### src/rtl/pipe_pkg.sv
// Shared lane payload layout and constants for the issue-to-commit skid stage.
// The stage itself moves lanes as flat DATA_W vectors; this struct names the fields.
package pipe_pkg;

   localparam int PC_W        = 32;
   localparam int WR_DATA_W   = 32;
   localparam int HI_W        = 32;
   localparam int LO_W        = 32;
   localparam int WR_ADDR_W   = 5;
   localparam int HILO_WE_W   = 2;
   localparam int CP0_ADDR_W  = 8;
   localparam int TLB_FLAGS_W = 15;

   typedef struct packed {
      logic [PC_W-1:0]        pc;
      logic [HI_W-1:0]        hi;
      logic [LO_W-1:0]        lo;
      logic [WR_DATA_W-1:0]   wr_data;
      logic [WR_ADDR_W-1:0]   wr_addr;
      logic                   wr_en;
      logic [HILO_WE_W-1:0]   hilo_we;
      logic [CP0_ADDR_W-1:0]  cp0_addr;
      logic                   cp0_we;
      logic [TLB_FLAGS_W-1:0] tlb_flags;
   } lane_payload_t;

   localparam int            LANE_PAYLOAD_W = $bits(lane_payload_t);
   localparam lane_payload_t LANE_ZERO      = '0;
   localparam logic [1:0]    OCC_EMPTY      = 2'd0;
   localparam logic [31:0]   STALL_MAX      = 32'hFFFF_FFFF;

   // Beats held = main + skid; both flags are single bits so the sum fits in 2 bits.
   function automatic logic [1:0] occ_count(input logic main_v, input logic skid_v);
      return {1'b0, main_v} + {1'b0, skid_v};
   endfunction

endpackage

### src/rtl/lane_squash.sv
// Younger-lane kill mask: a lane survives only if it is valid and no older
// valid lane carries an exception. The excepting lane itself is kept.
module lane_squash #(
   parameter int LANES = 2
) (
   input  logic [LANES-1:0] lane_valid,
   input  logic [LANES-1:0] lane_excp,
   output logic [LANES-1:0] lane_keep
);

   logic [LANES-1:0] kill;

   assign kill[0] = 1'b0;

   genvar j;
   generate
      for (j = 1; j < LANES; j++) begin : g_kill
         assign kill[j] = kill[j-1] | (lane_valid[j-1] & lane_excp[j-1]);
      end
   endgenerate

   assign lane_keep = lane_valid & ~kill;

endmodule

### src/rtl/pipe_skid_stage.sv
// Two-entry (main + skid) pipeline register carrying LANES issue lanes per beat,
// with capture-time younger-lane squash, flush, occupancy and stall counting.
module pipe_skid_stage
   import pipe_pkg::*;
#(
   parameter int DATA_W = LANE_PAYLOAD_W,
   parameter int LANES  = 2
) (
   input  logic                    clk,
   input  logic                    rst,
   input  logic                    flush,
   input  logic                    in_valid,
   output logic                    in_ready,
   input  logic [LANES-1:0]        in_lane_valid,
   input  logic [LANES-1:0]        in_lane_excp,
   input  logic [LANES*DATA_W-1:0] in_data,
   output logic                    out_valid,
   input  logic                    out_ready,
   output logic [LANES-1:0]        out_lane_valid,
   output logic [LANES*DATA_W-1:0] out_data,
   output logic [1:0]              occupancy,
   output logic [31:0]             stall_cnt
);

   // Handshake: a beat transfers on a rising edge where valid && ready are both
   // high; valid never waits on ready, and a presented beat is held until taken.
   // in_ready is registered (no combinational path from out_ready upstream).

   logic [LANES-1:0]        keep;
   logic [LANES*DATA_W-1:0] cap_data;

   logic [LANES-1:0]        main_lv_q, main_lv_n;
   logic [LANES*DATA_W-1:0] main_data_q, main_data_n;
   logic [LANES-1:0]        skid_lv_q, skid_lv_n;
   logic [LANES*DATA_W-1:0] skid_data_q, skid_data_n;
   logic                    in_ready_q;
   logic [1:0]              occ_q;
   logic [31:0]             stall_cnt_q;

   logic main_valid, skid_valid;
   logic accept, store, drain, stall_inc;

   lane_squash #(
      .LANES(LANES)
   ) u_lane_squash (
      .lane_valid(in_lane_valid),
      .lane_excp (in_lane_excp),
      .lane_keep (keep)
   );

   // Squashed lanes are stored as zero so nothing stale leaks downstream.
   always_comb begin
      cap_data = '0;
      for (int i = 0; i < LANES; i++) begin
         if (keep[i]) cap_data[i*DATA_W +: DATA_W] = in_data[i*DATA_W +: DATA_W];
      end
   end

   assign main_valid = |main_lv_q;
   assign skid_valid = |skid_lv_q;
   assign accept     = in_valid && in_ready_q;
   assign store      = accept && (|keep);
   assign drain      = main_valid && out_ready;
   assign stall_inc  = !flush && main_valid && !out_ready && (stall_cnt_q != STALL_MAX);

   always_comb begin
      main_lv_n   = main_lv_q;
      main_data_n = main_data_q;
      skid_lv_n   = skid_lv_q;
      skid_data_n = skid_data_q;
      if (flush) begin
         main_lv_n   = '0;
         main_data_n = '0;
         skid_lv_n   = '0;
         skid_data_n = '0;
      end else if (drain) begin
         if (skid_valid) begin
            // in_ready is low whenever skid is full, so no capture competes here.
            main_lv_n   = skid_lv_q;
            main_data_n = skid_data_q;
            skid_lv_n   = '0;
            skid_data_n = '0;
         end else if (store) begin
            main_lv_n   = keep;
            main_data_n = cap_data;
         end else begin
            main_lv_n   = '0;
            main_data_n = '0;
         end
      end else if (store) begin
         if (!main_valid) begin
            main_lv_n   = keep;
            main_data_n = cap_data;
         end else begin
            skid_lv_n   = keep;
            skid_data_n = cap_data;
         end
      end
   end

   always_ff @(posedge clk) begin
      if (!rst) begin
         main_lv_q   <= '0;
         main_data_q <= '0;
         skid_lv_q   <= '0;
         skid_data_q <= '0;
         in_ready_q  <= 1'b0;
         occ_q       <= OCC_EMPTY;
         stall_cnt_q <= '0;
      end else begin
         main_lv_q   <= main_lv_n;
         main_data_q <= main_data_n;
         skid_lv_q   <= skid_lv_n;
         skid_data_q <= skid_data_n;
         in_ready_q  <= !(|skid_lv_n);
         occ_q       <= occ_count(|main_lv_n, |skid_lv_n);
         if (stall_inc) stall_cnt_q <= stall_cnt_q + 32'd1;
      end
   end

   assign in_ready       = in_ready_q;
   assign out_valid      = main_valid;
   assign out_lane_valid = main_lv_q;
   assign out_data       = main_data_q;
   assign occupancy      = occ_q;
   assign stall_cnt      = stall_cnt_q;

endmodule

### config.mk
export PLATFORM = sky130hd
export DESIGN_NAME = pipe_skid_stage
export DESIGN_NICKNAME = d
export VERILOG_FILES = /design/src/rtl/pipe_pkg.sv /design/src/rtl/lane_squash.sv /design/src/rtl/pipe_skid_stage.sv
export SDC_FILE = /design/constraint.sdc
export NUM_CORES = 1
export LEC_CHECK = 0
export BUFFER_PORTS_ARGS = -buffer_cell sky130_fd_sc_hd__buf_4
export CORE_AREA = 2 2 267 269
export CTS_BUF_LIST = sky130_fd_sc_hd__clkbuf_4
export CTS_CLUSTER_SIZE = 12
export DETAILED_ROUTE_END_ITERATION = 16
export DIE_AREA = 0 0 269 271
export PLACE_DENSITY_LB_ADDON = 0.25
export SYNTH_ARGS = -nofsm -noshare
export SYNTH_HDL_FRONTEND = slang
export SYNTH_HIERARCHICAL = 1
export SYNTH_SLANG_ARGS = --single-unit
### constraint.sdc
create_clock -name clk -period 3.8 [get_ports clk]
set_clock_uncertainty 0.1 [all_clocks]
set_input_delay 0.38 -clock clk [delete_from_list [all_inputs] [get_ports clk]]
set_output_delay 0.38 -clock clk [all_outputs]
set_load 0.03 [all_outputs]
==> flow_metrics.tcl, run 1 <==
set metrics [dict create \
    yosys.area.top_type "dfxtp_1" \
    min_period_over_period_pct 75.81 \
    dp_worst_setup_slack_ns 0.9759 \
    crit_path_start_kind "register" \
    start_util_pct 39.56 \
    grt_max_degree 209 \
    n_fill_cell 6147 \
    maxSlewHeadroom_pct 24.91 \
    ys_ff_latch 679 \
    portBuffers 685 \
    setup_slack_ns 0.9192 \
    outcome "completed" \
    vias 29670 \
    drtIter0Drc 2546 \
    vias_per_cell 5.701 \
    hold_end "skid_data_q[256]" \
    fmax_ghz 0.3471 \
    finalSetupViolCount 0 \
    leakagePower_nw 14.00 \
    row_count 97 \
    fin_tns_setup_ns 0 \
    reg2reg_from "out_lane_valid[1]" \
    clk_latency_ns 1.00 \
    multi_input_area_um2 12440 \
    r2r_slack_ns 0.92 \
    pin_count 687 \
    die-area_um2 72900 \
    layout.cells.non_filler 5204 \
    syn2layout_area_growth_pct 43.86 \
    synth_cell_type_count 45 \
    die_h_um 271 \
    hp-start "in_data[256]" \
    arrival_ns 3.63 \
    tightest_slew_ns 1.126 \
    chipWidth_um 269 \
    grt_pass1_wl_mm 153.7 \
    nets 4462 \
    reg2reg_depth 7 \
    top_layer "met5" \
    cts-root-buf "clkbuf_4" \
    path_class "register to register" \
    synth_area_um2 27610 \
    cp-end-kind "register" \
    seq_area_frac_synth_pct 49.24 \
    postRouteAntennaNets 0 \
    drive_gt1_share_pct 24.86 \
    postSynthCellCount 3196 \
    clockBufferDepth 3 \
    first_global_vias 27829 \
    final_cell_mix "buf_4 (710), dfxtp_1 (679), nand3_1 (655), dlygate4sd3_1 (404), a21oi_1 (342)" \
    synth_area_leaders "dfxtp_1 (49%), nand3_1 (12%), a32oi_1 (10%)" \
    synth_edf_count 0 \
    core_um2 69790 \
    cts_max_level 4 \
    placedCellCount 4486 \
    rsz0062_at_grt "no" \
    yosys_warnings 6 \
    power_density_nw_per_um2 400.8 \
    cts_tree "done" \
    required_ns 4.55 \
    r2r-end "out_data[114]" \
    gp_congestion 0.8232 \
    dp_hpwl_mm 58.51 \
    seq_area_um2 13590 \
    first_pass_iters 6 \
    drt-total-wl_mm 99.55 \
    cts_sinks 679 \
    critPathMaxFanout 80 \
    route.met3.wl_mm 7.964 \
    cp-startpoint "out_lane_valid[1]" \
    antenna_found_initial 11 \
    synth_nets 3527 \
    wl_met2_mm 48.13 \
    final_common_cell "buf_4" \
    finalPower_mw 15.92 \
    synth_ff_type "dfxtp_1" \
    synth_top_area_share_pct 49.24 \
    period_needed_ns 2.881 \
    grt_use_total_pct 25.95 \
    wl_met1_mm 39.15 \
    finalHoldViolCount 0 \
    final_max_slew_viol_count 0 \
    overflow 0 \
    syn_avg_cell_area_um2 8.638 \
    vdd_ir_drop_max_v 0.0002667 \
    drv_cap 0 \
    drc 0 \
    cts.clk_slew.worst_paths_ns 0.07 \
    worstHoldPathType "primary input to register" \
    hold_path_depth 4 \
    async_flop_share_pct 0 \
    numCtsBuffers 179 \
    wl_per_cell_um 19.13 \
]
-- sequential cells by signal, indices dropped and copies added (netlist names) --
register / flops
in_ready: 1
occupancy: 2
out_data: 320
out_lane_valid: 2
skid_data_q: 320
skid_lv_q: 2
stall_cnt: 32
-- stage by stage --
| step | util, % | instance area (um2) | hold WS (ns) |
|---|---|---|---|
| final | 56.91 | 39720 | 0.1323 |
| after floorplan | - | 27610 | 0.3475 |
| after global placement | 47.81 | 33360 | 0.3520 |
| after detailed placement | 47.81 | 33360 | 0.3579 |
| after global routing | 56.91 | 39720 | 0.04905 |
| after CTS | 56.88 | 39690 | 0.001582 |
-- report_power, final --
| part | internal [mW] | total [mW] | switching [mW] | leakage, nW |
|---|---|---|---|---|
| combinational | 0.898 | 2.08 | 1.18 | 7.15 |
| clock | 3.45 | 6.50 | 3.04 | 1.37 |
| sequential | 7.25 | 7.34 | 0.0892 | 5.49 |
-- cells in the mapped netlist, types with 2 or more instances --
cell type,number
a222oi_1,2
nor4_1,4
or3_1,18
dfxtp_1,679
o21ai_0,21
mux2i_1,5
buf_1,12
inv_1,5
o21a_1,3
or4_1,3
nand4b_1,3
buf_2,74
nand4_1,9
ha_1,2
xnor2_1,2
nand2_1,21
a32oi_1,320
nor3_1,5
a211oi_1,323
o31ai_1,3
nand2b_1,8
o31a_1,3
buf_4,3
nor2_1,340
clkbuf_1,310
and2_1,3
nand3_1,655
xor2_1,2
a21oi_1,342
-- metal layers --
layer / GRT usage [%] / vias to the layer above
met5: 0 / -
met4: 13.26 / 4
met3: 7.627 / 262
met2: 42.14 / 1275
met1: 30.95 / 14001
li1: - / 14128
-- cell families after synthesis --
| group | synth area share (%) |
|---|---|
| AO/OA/AOI/OAI | 26.00 |
| XOR/XNOR | 0.1269 |
| AND/OR/NAND/NOR | 18.45 |
| buffers and inverters | 5.923 |
| multiplexers | 0.1813 |
| flip-flops | 49.24 |
| adder cells (fa/ha/maj) | 0.09063 |
-- critical path, stage by stage, from the launching register on --
cell and delay, ns:
dfxtp_1 0.35, o21ai_0 0.67, nor2_4 0.13, a21oi_4 0.25, buf_12 0.31, buf_12 0.35
a32oi_1 0.17, a211oi_1 0.32
-- layout make-up --
cell class / instances / area share [%]
clock inverters: 26 / 0.4883
diodes: 9 / 0.05671
multi-input cells: 2111 / 31.33
inverters: 6 / 0.05671
repair buffers: 1154 / 25.61
well taps: 940 / 2.961
clock buffers: 279 / 5.274
flip-flops and latches: 679 / 34.22
-- timing repair --
action | in CTS | in global routing
hold endpoints to repair | 667 | 0
hold buffers | 404 | 0
setup buffers | 0 | 0
resized for setup | 0 | 0
-- worst max-delay path by stage --
stage / end / cells past startpoint
floorplan: stall_cnt[30] / 6
CTS: out_data[221] / 7
finish: out_data[114] / 7
global route: out_data[220] / 7
detailed placement: skid_data_q[113] / 7
global placement: out_data[220] / 7
No activity file was read; power rests on OpenSTA's default activity.
==> run 2, diff against run 1 <==
--- a/config.mk
+++ b/config.mk
@@ -6,11 +6,11 @@
 export NUM_CORES = 1
 export LEC_CHECK = 0
 export BUFFER_PORTS_ARGS = -buffer_cell sky130_fd_sc_hd__buf_4
-export CORE_AREA = 2 2 267 269
+export CORE_AREA = 2 2 268 270
 export CTS_BUF_LIST = sky130_fd_sc_hd__clkbuf_4
 export CTS_CLUSTER_SIZE = 12
 export DETAILED_ROUTE_END_ITERATION = 16
-export DIE_AREA = 0 0 269 271
+export DIE_AREA = 0 0 270 272
 export PLACE_DENSITY_LB_ADDON = 0.25
 export SYNTH_ARGS = -nofsm -noshare
 export SYNTH_HDL_FRONTEND = slang
==> constraint.sdc (replaced) <==
create_clock -name clk -period 2.3 [get_ports clk]
set_clock_uncertainty 0.1 [all_clocks]
set_input_delay 0.23 -clock clk [delete_from_list [all_inputs] [get_ports clk]]
set_output_delay 0.23 -clock clk [all_outputs]
set_load 0.03 [all_outputs]
==> flow_metrics.tcl, run 2 (synthesized netlist as in run 1, its figures left out) <==
set metrics [dict create \
    row_count 98 \
    crit_cells 8 \
    dp_hpwl_mm 63.42 \
    drv_cap 0 \
    critPathMaxFanout 21 \
    r2r-end "skid_data_q[265]" \
    rsz0062_at_grt "no" \
    drc 0 \
    first_global_vias 30358 \
    final_common_cell "buf_4" \
    crit_chain "o211ai_1, buf_4, nand2b_2, nor2_4, buf_12, nand3_1, dlygate4sd3_1, a21oi_1" \
    cts.clk_slew.worst_paths_ns 0.06 \
    syn2layout_area_growth_pct 56.91 \
    antenna_found_initial 13 \
    cp_top_family "buffers and inverters" \
    hold_path_depth 4 \
    maxSlewHeadroom_pct 53.53 \
    worstHoldPathType "primary input to register" \
    chipWidth_um 270 \
    period_needed_ns 2.196 \
    critical-path-slowest-cell "dlygate4sd3_1" \
    power_density_nw_per_um2 625.5 \
    postRouteAntennaNets 0 \
    required_ns 3.14 \
    cts_tree "done" \
    die_h_um 272 \
    reg2reg_depth 8 \
    clockBufferDepth 3 \
    vdd_ir_drop_max_v 0.0004403 \
    gp_congestion 0.8306 \
    cts_max_level 4 \
    drtIter0Drc 3035 \
    nets 4806 \
    r2r_slack_ns 0.10 \
    leakagePower_nw 15.75 \
    crit_path_start_kind "register" \
    core_um2 70750 \
    critical_path_buf_inv_count 3 \
    hold_end "out_data[35]" \
    reg2reg_from "in_ready" \
    drt-total-wl_mm 110.3 \
    hp-start "in_data[35]" \
    cts_sinks 679 \
    numCtsBuffers 180 \
    final_max_slew_viol_count 0 \
    overflow 0 \
    portBuffers 685 \
    drive_gt1_share_pct 24.62 \
    finalHoldViolCount 0 \
    clk_latency_ns 1.05 \
    outcome "completed" \
    finalSetupViolCount 0 \
    arrival_ns 3.04 \
    post-route-util_pct 61.23 \
    wl_per_cell_um 19.82 \
    grt_max_degree 137 \
    cts-root-buf "clkbuf_4" \
    first_pass_iters 6 \
    grt_pass1_wl_mm 169.6 \
    fmax_ghz 0.4554 \
    cpPeakStageDelay_ns 0.60 \
    cp-end-kind "register" \
    grt_use_total_pct 28.27 \
    vias 31860 \
    start_util_pct 39.02 \
    fin_tns_setup_ns 0 \
    die-area_um2 73440 \
    min_period_over_period_pct 95.48 \
    tightest_slew_ns 0.6971 \
    pin_count 687 \
    final_cell_mix "buf_4 (760), dfxtp_1 (676), dlygate4sd3_1 (674), nand3_1 (655), a21oi_1 (342)" \
    vias_per_cell 5.727 \
    path_class "register to register" \
]
run 2: per-layer routing:
layer	GRT usage [%]	share of wire, %
met5	0	0.012
met3	7.256	8.0
met2	46.31	48
met1	34.19	39
met4	14.88	4.8
run 2: area by class of cell:
type / count / area (um2)
Sequential cell: 679 / 13600
Clock inverter: 30 / 235.2
Multi-Input combinational cell: 2111 / 12450
Antenna cell: 15 / 37.54
Timing Repair Buffer: 1497 / 13720
Tap cell: 950 / 1189
Fill cell: 5728 / 27430
Clock buffer: 275 / 2064
Inverter: 6 / 22.52
run 2: metrics by stage:
stage               cell area, um2  total power [mW]  setup slack [ns]  hold slack [ns]  instances
floorplan                    27610             13.99          0.008233           0.2093       3196
global placement             34180             15.39            0.1460           0.3508       4567
detailed placement           34180             15.40            0.1045           0.3577       4567
CTS                          43240             27.16           0.01453        0.0001479       5547
global route                 43320             28.24          0.009337          0.02515       5561
finish                       43320             27.10            0.1040          0.05805       5563
run 2: worst reg2reg max path, cell delays in order, from the launching register on:
cell and delay, ns:
dfxtp_2 0.37, o211ai_1 0.10, buf_4 0.16, nand2b_2 0.22, nor2_4 0.16, buf_12 0.20, nand3_1 0.12, dlygate4sd3_1 0.60
a21oi_1 0.14
run 2: worst max path at each step:
stage | to | slack [ns] | startpoint
after floorplan | stall_cnt[30] | 0.008 | out_lane_valid[1]
after global placement | out_data[310] | 0.15 | out_lane_valid[1]
after detailed placement | skid_data_q[137] | 0.10 | in_lane_valid[0]
after CTS | out_valid | 0.01 | out_lane_valid[0]
after global routing | skid_data_q[243] | 0.009 | in_ready
final | skid_data_q[265] | 0.10 | in_ready
run 2: report_power, final:
part / switching (mW) / internal, mW
logic: 2.13 / 1.91
registers: 0.162 / 12.0
clock network: 5.17 / 5.75
run 2: what timing repair did:
item,in CTS,in global routing
gates cloned,0,1
pin swaps,1,2
resized for setup,2,5
endpoints found under the hold margin,679,0
hold buffers,675,0
setup endpoints to repair,1,31
buffers inserted,0,1
